`config.mk`:
```
export PLATFORM = sky130hd
export DESIGN_NAME = colour_sensor_emulator
export DESIGN_NICKNAME = d
export VERILOG_FILES = /design/src/rtl/colour_sensor_pkg.sv /design/src/rtl/colour_sensor_emulator_sq_gen.sv /design/src/rtl/colour_sensor_emulator.sv
export SDC_FILE = /design/constraint.sdc
export NUM_CORES = 1
export LEC_CHECK = 0
export BUFFER_PORTS_ARGS = -buffer_cell sky130_fd_sc_hd__clkbuf_2
export CORE_ASPECT_RATIO = 2
export CORE_MARGIN = 2
export CORE_UTILIZATION = 55
export DETAILED_ROUTE_END_ITERATION = 6
export GPL_ROUTABILITY_DRIVEN = 0
export PLACE_DENSITY = 0.85
export SLEW_MARGIN = 20
export SYNTH_ARGS = -nofsm -noshare
export SYNTH_HDL_FRONTEND = slang
export SYNTH_HIERARCHICAL = 1
export SYNTH_SLANG_ARGS = --single-unit
export TNS_END_PERCENT = 10
```
`constraint.sdc`:
```
create_clock -name clk -period 11.75 [get_ports clk]
set_input_delay 0 -clock clk [delete_from_list [all_inputs] [get_ports clk]]
set_output_delay 0 -clock clk [all_outputs]
set_load 0.01 [all_outputs]
```
`src/rtl/colour_sensor_pkg.sv`:
```
// Shared types and constants for the colour-sensor emulator.
//   state_t     : PDOWN / SETTLE / RUN
//   FLT_*       : filter codes decoded from {S3,S2}
//   SCL_*       : scale codes decoded from {S1,S0}
//   MULT_*      : half-period multipliers for each scale
//   scale_mult  : maps a scale code to its multiplier (0 for power-down)
package colour_sensor_pkg;

    typedef enum logic [1:0] {PDOWN, SETTLE, RUN} state_t;

    localparam logic [1:0] FLT_RED   = 2'b00;
    localparam logic [1:0] FLT_CLEAR = 2'b01;
    localparam logic [1:0] FLT_BLUE  = 2'b10;
    localparam logic [1:0] FLT_GREEN = 2'b11;

    localparam logic [1:0] SCL_PDOWN  = 2'b00;
    localparam logic [1:0] SCL_2PCT   = 2'b10;
    localparam logic [1:0] SCL_20PCT  = 2'b01;
    localparam logic [1:0] SCL_100PCT = 2'b11;

    localparam logic [5:0] MULT_2PCT   = 6'd50;
    localparam logic [5:0] MULT_20PCT  = 6'd5;
    localparam logic [5:0] MULT_100PCT = 6'd1;

    function automatic logic [5:0] scale_mult(input logic [1:0] scl);
        logic [5:0] m;
        m = 6'd0;
        case (scl)
            SCL_2PCT:   m = MULT_2PCT;
            SCL_20PCT:  m = MULT_20PCT;
            SCL_100PCT: m = MULT_100PCT;
            default:    m = 6'd0;
        endcase
        return m;
    endfunction

endpackage

```
`src/rtl/colour_sensor_emulator_sq_gen.sv`:
```
// Square-wave generator: half-period down-counter, sq toggle and reload.
//   clk, rst : clock, async active-high reset
//   shp      : scaled half-period in clk cycles (0 = hold low)
//   run      : advance the wave this cycle
//   clr      : sync clear of the wave level (select change)
//   load     : start a fresh low phase of length shp
//   sq       : square-wave level (registered)
//   rise     : sq goes 0->1 at the coming clk edge
module colour_sq_gen #(
    parameter int CW = 22
) (
    input  logic          clk,
    input  logic          rst,
    input  logic [CW-1:0] shp,
    input  logic          run,
    input  logic          clr,
    input  logic          load,
    output logic          sq,
    output logic          rise
);

    logic [CW-1:0] half_cnt;
    // Set while shp==0 has parked the wave; the first nonzero shp then
    // starts a fresh low phase instead of toggling.
    logic          pend;
    logic          shp_zero;

    assign shp_zero = (shp == '0);
    assign rise     = run & ~clr & ~load & ~shp_zero & ~pend
                    & (half_cnt == '0) & ~sq;

    always_ff @(posedge clk or posedge rst) begin
        if (rst) begin
            sq       <= 1'b0;
            half_cnt <= '0;
            pend     <= 1'b0;
        end else if (clr) begin
            sq <= 1'b0;
        end else if (load) begin
            sq <= 1'b0;
            if (shp_zero) begin
                half_cnt <= '0;
                pend     <= 1'b1;
            end else begin
                half_cnt <= shp - 1'b1;
                pend     <= 1'b0;
            end
        end else if (run) begin
            if (shp_zero) begin
                sq       <= 1'b0;
                half_cnt <= '0;
                pend     <= 1'b1;
            end else if (pend) begin
                half_cnt <= shp - 1'b1;
                pend     <= 1'b0;
            end else if (half_cnt == '0) begin
                sq       <= ~sq;
                half_cnt <= shp - 1'b1;
            end else begin
                half_cnt <= half_cnt - 1'b1;
            end
        end
    end

endmodule

```
`src/rtl/colour_sensor_emulator.sv`:
```
// Stand-in colour sensor: captures the select lines, settles after each
// change, then drives a square wave whose half-period is the programmed
// value for the selected filter times the scale multiplier.
//   clk, rst       : clock, async active-high reset
//   s[3:0]         : {S3,S2} filter, {S1,S0} scale
//   OE             : active-low output enable
//   hp_red..clear  : per-channel half-periods at 100% scaling
//   freq, freq_oe  : gated square wave and its tri-state enable
//   settling       : high while in SETTLE
//   edge_cnt       : rising edges of the wave seen while enabled
module colour_sensor_emulator
    import colour_sensor_pkg::*;
#(
    parameter int HP_W       = 16,
    parameter int SETTLE_CYC = 100
) (
    input  logic            clk,
    input  logic            rst,
    input  logic [3:0]      s,
    input  logic            OE,
    input  logic [HP_W-1:0] hp_red,
    input  logic [HP_W-1:0] hp_green,
    input  logic [HP_W-1:0] hp_blue,
    input  logic [HP_W-1:0] hp_clear,
    output logic            freq,
    output logic            freq_oe,
    output logic            settling,
    output logic [15:0]     edge_cnt
);

    localparam int SW = (SETTLE_CYC > 1) ? $clog2(SETTLE_CYC) : 1;
    localparam int CW = HP_W + 6;

    state_t          state_q, state_d;
    logic [3:0]      s_q;
    logic [SW-1:0]   settle_cnt;
    logic            changed;
    logic            load;
    logic            sq;
    logic            rise;
    logic [HP_W-1:0] hp_sel;
    logic [CW-1:0]   shp;

    assign changed = (s != s_q);

    always_comb begin
        hp_sel = hp_red;
        case (s_q[3:2])
            FLT_RED:   hp_sel = hp_red;
            FLT_CLEAR: hp_sel = hp_clear;
            FLT_BLUE:  hp_sel = hp_blue;
            FLT_GREEN: hp_sel = hp_green;
            default:   hp_sel = hp_red;
        endcase
    end

    // Full-width product: 50 * (2^HP_W - 1) fits in HP_W+6 bits.
    assign shp = {6'd0, hp_sel} * {{HP_W{1'b0}}, scale_mult(s_q[1:0])};

    always_comb begin
        state_d = state_q;
        load    = 1'b0;
        if (changed) begin
            state_d = (s[1:0] == SCL_PDOWN) ? PDOWN : SETTLE;
        end else begin
            case (state_q)
                SETTLE: if (settle_cnt == '0) begin
                    state_d = RUN;
                    load    = 1'b1;
                end
                default: state_d = state_q;
            endcase
        end
    end

    always_ff @(posedge clk or posedge rst) begin
        if (rst) begin
            state_q    <= PDOWN;
            s_q        <= 4'b0000;
            settle_cnt <= '0;
            edge_cnt   <= 16'd0;
        end else begin
            state_q <= state_d;
            if (changed) begin
                s_q        <= s;
                settle_cnt <= SW'(SETTLE_CYC - 1);
            end else if (state_q == SETTLE && settle_cnt != '0) begin
                settle_cnt <= settle_cnt - 1'b1;
            end
            if (rise && !OE)
                edge_cnt <= edge_cnt + 16'd1;
        end
    end

    colour_sq_gen #(.CW(CW)) u_sq_gen (
        .clk  (clk),
        .rst  (rst),
        .shp  (shp),
        .run  (state_q == RUN),
        .clr  (changed),
        .load (load),
        .sq   (sq),
        .rise (rise)
    );

    // OE only gates the pins; the wave keeps running so phase survives.
    assign freq     = sq & ~OE;
    assign freq_oe  = ~OE & (state_q != PDOWN);
    assign settling = (state_q == SETTLE);

endmodule
```
# Word-level counts from Yosys, hierarchy flattened
# Cells that the tools add are included.
[totals] n_memories=0 romBits=0 output_inout_bits=19 inputBits=71 elab_cells=81 mem_bits_rw=0 latch_bits=0 ff_bits=53
[classes] reduce_logical=19 mul=1 eq_ne=10 order_cmp=0 bitwise=14 n_addsub=4 n_div=0 shift=0 mux=26
[ops] operator="22-bit two-way mux" count=6
[ops] operator="16-bit case mux with 4 select lines" count=1
[ops] operator="22-bit logical NOT" count=2
[ops] operator="22-bit by 1-bit subtractor with 22-bit output (second input constant)" count=2
[ops] operator="16-bit by 6-bit multiplier with 22-bit output" count=1
[ops] operator="6-bit case mux with 3 select lines" count=1
[ops] operator="16-bit by 1-bit adder with 16-bit output (second input constant)" count=1
[ops] operator="7-bit two-way mux" count=2
[ops] operator="1-bit two-way mux" count=13
[ops] operator="2-bit == test (second input constant)" count=5
[ops] operator="2-bit nonzero test" count=5
[ops] operator="1-bit AND" count=8
[ops] operator="7-bit logical NOT" count=1
[ops] operator="7-bit nonzero test" count=1
[ops] operator="7-bit by 1-bit subtractor with 7-bit output (second input constant)" count=1
[ops] operator="2-bit by 1-bit == test with 1-bit output (second input constant)" count=3
[ops] operator="2-bit two-way mux" count=3
[ops] operator="1-bit NOT" count=6
[ops] operator="2-bit logical NOT" count=2
[ops] operator="4-bit by 2-bit != test with 1-bit output (second input constant)" count=1
[ops] operator="4-bit != test" count=1
[ops] operator="2-bit AND reduction" count=2
[ops] operator="4-bit nonzero test" count=1
[ops] operator="3-bit AND reduction" count=1
[ops] operator="other kinds (3)" count=4

# Logic depth before layout (Yosys ltp)
# Gate-level depths: netlist of the first run.
[logic_depth] depth_word=11 depth_mapped=28 depth_no_buf=25

# Cells and area by module
# The synthesis of the first run kept the hierarchy.
[modules_own_cells] mod="colour_sensor_emulator" cells_per_inst=461 area_per_inst_um2=4245.3 n_inst=1 seq_area_each_um2=725.7
[modules_own_cells] mod="colour_sq_gen" cells_per_inst=254 area_per_inst_um2=2004.4 n_inst=1 seq_area_each_um2=600.6

# Worst setup path after synthesis of the first run
# No wires, ideal clock.
[synth_path] path_kind="register to register" start="register s_q[3]" end="register edge_cnt[12]" t_required_ns=11.618 slack_ns=5.139 setup_ns=0.132 arrival_time_ns=6.479 stages_incl_launch_ff=29 period_less_slack_ns=6.611 n_path_buf=3 cell_sequence="dfrtp_1 -> buf_4 -> buf_2 -> mux4_2 -> and2_1 -> inv_1 -> fa_1 -> inv_1 -> fa_1 -> inv_1 -> fa_1 -> inv_1 -> ha_1 -> buf_4 -> a21oi_1 -> o22ai_1 -> nor3b_1 -> o31ai_1 -> xor2_1 -> or3_1 -> or4_1 -> nor3_1 -> or4_1 -> nor4_1 -> nor2b_1 -> and3_1 -> nand2_1 -> nor3_1 -> xor2_1"
[synth_via] elab_chain_cells=10 elab_cells_between_ends=19 cone_classes="mul: 1; eq/ne: 4; mux: 2; bitwise: 9; reduce/logical: 3"
[synth_rtl] item="start: declaration" line="colour_sensor_emulator.sv:35" source="logic [3:0] s_q;"
[synth_rtl] item="start signal: assignment" line="colour_sensor_emulator.sv:85" source="s_q <= s;"
[synth_rtl] item="2-bit == test, or another cell as far along" line="colour_sensor_emulator.sv:48" source="case (s_q[3:2])"
[synth_rtl] item="16-bit case mux with 4 select lines (*)" line="colour_sensor_emulator.sv:48"
[synth_rtl] item="16-bit by 6-bit multiplier with 22-bit output (*)" line="colour_sensor_emulator.sv:58" source="assign shp = {6'd0, hp_sel} * {{HP_W{1'b0}}, scale_mult(s_q[1:0])};"
[synth_rtl] item="net shp[17]" line="colour_sensor_emulator.sv:42" source="logic [CW-1:0] shp;"
[synth_rtl] item="22-bit logical NOT (*)" line="colour_sensor_emulator_sq_gen.sv:28" source="assign shp_zero = (shp == '0);"
[synth_rtl] item="1-bit NOT (*)" line="colour_sensor_emulator_sq_gen.sv:29" source="assign rise = run & ~clr & ~load & ~shp_zero & ~pend"
[synth_rtl] item="1-bit AND (*) (2 in series)" line="colour_sensor_emulator_sq_gen.sv:29"
[synth_rtl] item="1-bit AND (*) (2 in series)" line="colour_sensor_emulator_sq_gen.sv:30" source="& (half_cnt == '0) & ~sq;"
[synth_rtl] item="net rise" line="colour_sensor_emulator.sv:40" source="logic rise;"
[synth_rtl] item="1-bit logical AND (*)" line="colour_sensor_emulator.sv:90" source="if (rise && !OE)"
[synth_rtl] item="end signal: assignment" line="colour_sensor_emulator.sv:91" source="edge_cnt <= edge_cnt + 16'd1;"
[synth_rtl] item="end: declaration" line="colour_sensor_emulator.sv:28" source="output logic [15:0] edge_cnt"
# The timed path passes the listed nets; every way through them passes the cells marked *.
# A chain may end at the register's enable or synchronous reset.

# Final worst setup path of the first run
[layout_path] start="register s_q[0]" end="register edge_cnt[12]"
[layout_via] elab_chain_cells=10 elab_cells_between_ends=18 cone_classes="mul: 1; eq/ne: 4; mux: 2; bitwise: 9; reduce/logical: 2"
[layout_rtl] item="2-bit == test or 2-bit by 1-bit == test with 1-bit output (tied branches)" line="colour_sensor_pkg.sv:28" source="case (scl)"
[layout_rtl] item="6-bit case mux with 3 select lines (*)" line="colour_sensor_pkg.sv:28"
[layout_rtl] item="16-bit by 6-bit multiplier with 22-bit output (*)" line="colour_sensor_emulator.sv:58"
[layout_rtl] item="net shp[17]" line="colour_sensor_emulator.sv:42"
[layout_rtl] item="22-bit logical NOT (*)" line="colour_sensor_emulator_sq_gen.sv:28"
[layout_rtl] item="1-bit NOT (*)" line="colour_sensor_emulator_sq_gen.sv:29"
[layout_rtl] item="1-bit AND (*) (2 in series)" line="colour_sensor_emulator_sq_gen.sv:29"
[layout_rtl] item="1-bit AND (*) (2 in series)" line="colour_sensor_emulator_sq_gen.sv:30"
[layout_rtl] item="net rise" line="colour_sensor_emulator.sv:40"
[layout_rtl] item="1-bit logical AND (*)" line="colour_sensor_emulator.sv:90"
# Marked as above.

==> results of run 1 <==
==> worst max-delay path by stage <==
stage	to	slack [ps]	depth (start not counted)
after floorplan	edge_cnt[12]	5140	28
after global placement	edge_cnt[14]	4320	24
after detailed placement	edge_cnt[12]	4150	24
after CTS	edge_cnt[12]	4120	24
after global routing	edge_cnt[12]	3500	25
final	edge_cnt[12]	4090	25
==> metal layers <==
metal,vias to the layer above,wire length [um]
met5,-,0
met4,0,887
met3,67,511
met2,194,8030
met1,2644,5080
li1,2624,-
==> critical path, cell delays in order (launching register included) <==
cell,delay (ps)
dfrtp_1,700
nor2b_1,870
nand2_1,170
fa_1,530
inv_1,50
fa_1,470
inv_1,50
fa_1,540
inv_1,50
ha_1,400
nand4_1,150
a211oi_1,400
nor3b_1,160
o31ai_1,290
xor2_1,280
or3_1,210
or4_1,160
nor3_1,50
buf_4,170
or4_1,510
nor4_1,160
nor2b_1,360
and3_1,250
nand2_1,140
nor3_1,250
xor2_1,170
==> registers in the layout, summed over array words and instances, names as in the netlist <==
register,cells
edge_cnt,16
u_sq_gen/pend,1
u_sq_gen/half_cnt,22
s_q,4
state_q,2
u_sq_gen/sq,1
settle_cnt,7
==> synthesized netlist by cell type, types with 5 or more instances <==
cell type,count
a21oi_1,32
nor2b_1,6
or3_1,6
nor3_1,30
fa_1,40
xor2_1,27
xnor2_1,31
o31ai_1,8
o21ai_1,13
buf_4,5
dfrtp_1,53
ha_1,50
nand2_1,79
and2_1,24
nor2_1,43
o21ai_0,26
clkbuf_1,12
nand4_1,7
nor4_1,15
a22o_1,7
nand3_1,25
mux4_2,16
and3_1,5
inv_1,91
==> through the flow <==
| step | hold slack, ps | std cells | worst slack [ps] | power (mW) | utilization |
|---|---|---|---|---|---|
| 2_1_floorplan | 14.6 | 715 | 5140 | 0.447 | - |
| 3_3_place_gp | 145 | 926 | 4320 | 0.509 | 0.603 |
| 3_5_place_dp | 142 | 926 | 4150 | 0.517 | 0.603 |
| 4_1_cts | 124 | 939 | 4120 | 0.686 | 0.622 |
| 5_1_grt | 178 | 939 | 3500 | 0.734 | 0.622 |
| 6_report | 124 | 939 | 4090 | 0.686 | 0.622 |
==> layout make-up <==
type,instances,share of cell area
sequential,53,0.190
multi-input combinational,548,0.637
clock inverter,2,0.00556
clock buffer,6,0.0185
timing repair buffer,97,0.0742
inverter,91,0.0490
tap,142,0.0255
==> kinds of logic after synthesis <==
kind of cell | after synthesis | share of synthesized area
flip-flops | 53 | 0.212
multiplexers | 19 | 0.0627
adder cells (fa/ha/maj) | 90 | 0.228
buffers and inverters | 114 | 0.0763
AND/OR/NAND/NOR | 265 | 0.216
XOR/XNOR | 58 | 0.0813
AO/OA/AOI/OAI | 116 | 0.123
==> power by group through the flow <==
stage | Combinational, mW | Sequential [mW] | Clock, mW
after global placement | 0.318 | 0.192 | 0
after CTS | 0.328 | 0.188 | 0.171
after floorplan | 0.259 | 0.188 | 0
after global routing | 0.369 | 0.189 | 0.177
final | 0.329 | 0.188 | 0.169
after detailed placement | 0.325 | 0.192 | 0
==> what timing repair did <==
item                       in CTS  in global routing
setup endpoints to repair       0                  0
hold buffers                    5                  0
setup buffers                   0                  0
hold endpoints to repair       46                  0
==> results.sh, run 1 <==
export IMPL_outcome="finished, final reports clean"
export IMPL_ant_nets=0
export IMPL_finalWirelength_mm=14.5
export IMPL_dieArea_um2=12300
export IMPL_netlist_top_cells_area="dfrtp_1 21%, fa_1 13%, ha_1 10%, mux4_2 5.8%, inv_1 5.5%"
export IMPL_grt_overflow=0
export IMPL_rr_endpoint="edge_cnt[12]"
export IMPL_startpoint_type="flip-flop"
export IMPL_layout_common_cells="90 x inv_1, 89 x clkbuf_2, 79 x nand2_1"
export IMPL_rows=55
export IMPL_yosysSeqAreaShare=0.212
export IMPL_p_int_mw=0.413
export IMPL_multiInputGateArea_um2=4450
export IMPL_use_met1=0.243
export IMPL_final_min_clock_period_ps=7660
export IMPL_fill_cells=963
export IMPL_synth_fp_nets=876
export IMPL_core_um2=11200
export IMPL_syn_avg_cell_area_um2=8.74
export IMPL_final_seq_area_um2=1330
export IMPL_rrSetupSlack_ps=4090
export IMPL_cts_resized=0
export IMPL_hold_depth=3
export IMPL_die_height_um=155
export IMPL_route_detailed_drc=0
export IMPL_clock_skew_final_ps=6.19
export IMPL_cts_made_buffers=5
export IMPL_tns_ps=0
export IMPL_max_slew_margin_rel=0.322
export IMPL_synth_largest_area_cell="dfrtp_1"
export IMPL_area_growth_pct=11.7
export IMPL_synthArstFlopShare=1.00
export IMPL_initial_utilization=0.557
export IMPL_grt_pass1_wl_mm=24.5
export IMPL_synth_seq_cells=53
export IMPL_crit_start="s_q[0]"
export IMPL_hp_start="OE"
export IMPL_r2r_start="s_q[0]"
export IMPL_first_pass_iters=5
export IMPL_die_w_um=79.4
export IMPL_synth_top_area_frac=0.212
export IMPL_cts_buffer_depth=2
export IMPL_worst_pin_slew_ps=1020
export IMPL_synth_cell_type_count=65
export IMPL_postLayoutCellArea_um2=6980
export IMPL_num_antenna_cells=0
export IMPL_endpoint_kind="flip-flop"
export IMPL_path_max_fanout=19
export IMPL_path_clk_slew_ps=70
export IMPL_timing_final_crit_share=0.652
export IMPL_drt_iter0_drc=380
export IMPL_p_sw_frac=0.398
export IMPL_htree_levels=2
export IMPL_hp_class="input port to flip-flop"
export IMPL_p_per_area_nw_per_um2=98.4
export IMPL_synth_ff_type="dfrtp_1"
export IMPL_port_buffers=89
export IMPL_via_per_inst=5.89
export IMPL_dr_total_vias=5529
export IMPL_cts_tree="built"
export IMPL_hold_end="edge_cnt[0]"
export IMPL_final_common_cell="inv_1"
export IMPL_power_frac_comb=0.480
export IMPL_rr_worst_depth=25
export IMPL_clk_latency_ps=300
export IMPL_clockRootBuffer="clkbuf_16"
export IMPL_synth_edf_count=0
export IMPL_use_met3=0.0228
export IMPL_grt_use_total=0.247
export IMPL_grt_max_degree=30
export IMPL_leakage_nw=3.40
export IMPL_wl_per_cell_um=15.4
export IMPL_p_clk_frac=0.246
export IMPL_finalNetCount=957
export IMPL_synthCells=715
export IMPL_antenna_found_initial=0
export IMPL_pin_count=90
export IMPL_dpl_cell_area_um2=6760
export IMPL_finalSetupViolCount=0
export IMPL_rsz0062_at_grt="false"
export IMPL_power_frac_seq=0.274
export IMPL_drive_above_1_share=0.166
export IMPL_grt_use_met2=0.474
export IMPL_hpwlAfterDp_mm=12.1
export IMPL_required_ps=11970
export IMPL_peakVddDrop_mv=0.0738
export IMPL_max_freq_ghz=0.131
export IMPL_yosysWarnings=6
export IMPL_power_switching_mw=0.273
export IMPL_netlist_area_um2=6250
export IMPL_numClockSinks=53
export IMPL_hold_viol=0
export IMPL_maxCapViolations=0
export IMPL_busiest_layer="met2"
export IMPL_arrival_ps=7880
export IMPL_maxSlewViolCount=0
export IMPL_critPathKind="flip-flop to flip-flop"
export IMPL_grt_pass1_vias=5710
No activity file was read; power rests on OpenSTA's default activity.
==> run 2, diff against run 1 <==
==> constraint.sdc (replaced) <==
create_clock -name clk -period 7.5 [get_ports clk]
set_input_delay 0 -clock clk [delete_from_list [all_inputs] [get_ports clk]]
set_output_delay 0 -clock clk [all_outputs]
set_load 0.01 [all_outputs]
==> run 2 against run 1 <==
- design area is 0.45% higher
- largest cell class unchanged
- clock skew is 8.3 ps higher
- die area stayed put
- sequential power is 55% higher
- highest routed layer unchanged
- combinational power is 60% higher
==> results.sh, run 2 (synthesis results as in run 1) <==
export IMPL_outcome="finished, final reports clean"
export IMPL_multiInputGateArea_um2=4450
export IMPL_largest_register="u_sq_gen/half_cnt"
export IMPL_dieArea_um2=12300
export IMPL_antenna_found_initial=0
export IMPL_final_min_clock_period_ps=7040
export IMPL_dp_cells=932
export IMPL_num_antenna_cells=0
export IMPL_startpoint_type="flip-flop"
export IMPL_grt_max_degree=30
export IMPL_rsz0062_at_grt="false"
export IMPL_first_pass_iters=5
export IMPL_grt_use_total=0.264
export IMPL_largest_reg_flops=22
export IMPL_cts_setup_buffers=0
export IMPL_tns_ps=0
export IMPL_via_per_inst=5.93
export IMPL_peakVddDrop_mv=0.129
export IMPL_rr_endpoint="edge_cnt[15]"
export IMPL_ant_nets=0
export IMPL_initial_utilization=0.557
export IMPL_hold_depth=4
export IMPL_htree_levels=2
export IMPL_crit_start="s_q[3]"
export IMPL_leakage_nw=3.42
export IMPL_maxCapViolations=0
export IMPL_rrSetupSlack_ps=460
export IMPL_r2r_start="s_q[3]"
export IMPL_cp_endpoint="edge_cnt[15]"
export IMPL_clockRootBuffer="clkbuf_16"
export IMPL_worst_pin_slew_ps=997
export IMPL_core_um2=11200
export IMPL_hpwlAfterDp_mm=12.8
export IMPL_route_detailed_drc=0
export IMPL_critPathKind="flip-flop to flip-flop"
export IMPL_holdWs_ps=121
export IMPL_layout_common_cells="90 x inv_1, 89 x clkbuf_2, 79 x nand2_1"
export IMPL_arrival_ps=7260
export IMPL_drt_iter0_drc=292
export IMPL_timing_final_crit_share=0.939
export IMPL_grt_overflow=0
export IMPL_maxSlewViolCount=0
export IMPL_area_growth_pct=12.2
export IMPL_clock_skew_final_ps=14.5
export IMPL_rr_worst_depth=24
export IMPL_fin_cells=945
export IMPL_postLayoutCellArea_um2=7010
export IMPL_cts_buffer_depth=2
export IMPL_final_seq_area_um2=1330
export IMPL_grt_pass1_wl_mm=26.0
export IMPL_top_regs="u_sq_gen/half_cnt: 22 flops, edge_cnt: 16 flops, settle_cnt: 7 flops"
export IMPL_die_height_um=155
export IMPL_utilization=0.625
export IMPL_final_common_cell="inv_1"
export IMPL_cts_tree="built"
export IMPL_max_freq_ghz=0.142
export IMPL_dpl_cell_area_um2=6810
export IMPL_finalWirelength_mm=15.4
export IMPL_die_w_um=79.4
export IMPL_finalNetCount=963
export IMPL_endpoint_kind="flip-flop"
export IMPL_required_ps=7720
export IMPL_fill_cells=930
export IMPL_p_per_area_nw_per_um2=151
export IMPL_path_max_fanout=17
export IMPL_drive_above_1_share=0.176
export IMPL_finalSetupViolCount=0
export IMPL_port_buffers=89
export IMPL_grt_pass1_vias=5909
export IMPL_numClockSinks=53
export IMPL_rows=55
export IMPL_pin_count=90
export IMPL_hold_viol=0
export IMPL_max_slew_margin_rel=0.335
export IMPL_hp_class="input port to flip-flop"
export IMPL_hp_start="OE"
export IMPL_wl_per_cell_um=16.3
export IMPL_clk_latency_ps=310
export IMPL_dr_total_vias=5602
export IMPL_path_clk_slew_ps=80
export IMPL_cts_made_buffers=5
run 2: repair_timing:
action                                  4_1_cts  5_1_grt
endpoints found under the setup margin        0        3
hold buffers                                  5        0
hold endpoints to repair                     58        0
gates resized for setup                       0        2
run 2: report_power, final:
part | internal [mW] | switching, mW
Clock | 0.126 | 0.116
Combinational | 0.205 | 0.321
Sequential | 0.288 | 0.00390
Total | 0.618 | 0.441
run 2: layout make-up:
cell class              instances  area share
multi-input cells             548       0.635
flip-flops and latches         53       0.189
repair buffers                103      0.0803
inverters                      91      0.0487
well taps                     142      0.0253
clock buffers                   5      0.0179
clock inverters                 3     0.00357
run 2: per-stage QoR:
stage	worst slack (ps)	power, mW
after CTS	461	1.06
after global placement	682	0.798
after global routing	33.3	1.14
after floorplan	889	0.700
after detailed placement	493	0.813
final	459	1.06
run 2: worst min-delay path by stage:
stage | to | slack [ps]
6_report | edge_cnt[2] | 120
5_1_grt | edge_cnt[0] | 130
4_1_cts | edge_cnt[0] | 130
3_5_place_dp | edge_cnt[1] | 140
3_3_place_gp | s_q[3] | 170
2_1_floorplan | u_sq_gen/half_cnt[0] | 10
run 2: worst max-delay path, stage by stage, from the launching register on:
cell      delay (ps)
dfrtp_1          330
buf_4            290
mux4_2           570
and2_1           210
inv_1             80
fa_1             400
fa_1             470
fa_1             540
inv_1             40
ha_1             410
a21oi_1          140
a211oi_1         360
nor3b_1          160
o31ai_1          290
xor2_1           280
or3_1            220
or4_1            170
nor3_1            90
or4_1            530
nor4_1           210
nor2b_2          310
and3_1           240
nand3_1          150
nor3_1           250
xor2_1           190
run 2: per-layer routing:
metal,share of wire,vias to the layer above,global-route usage
met5,0,-,0
met4,0.057,0,0.154
met3,0.034,68,0.0228
li1,-,2640,-
met1,0.35,2696,0.256
met2,0.56,198,0.519
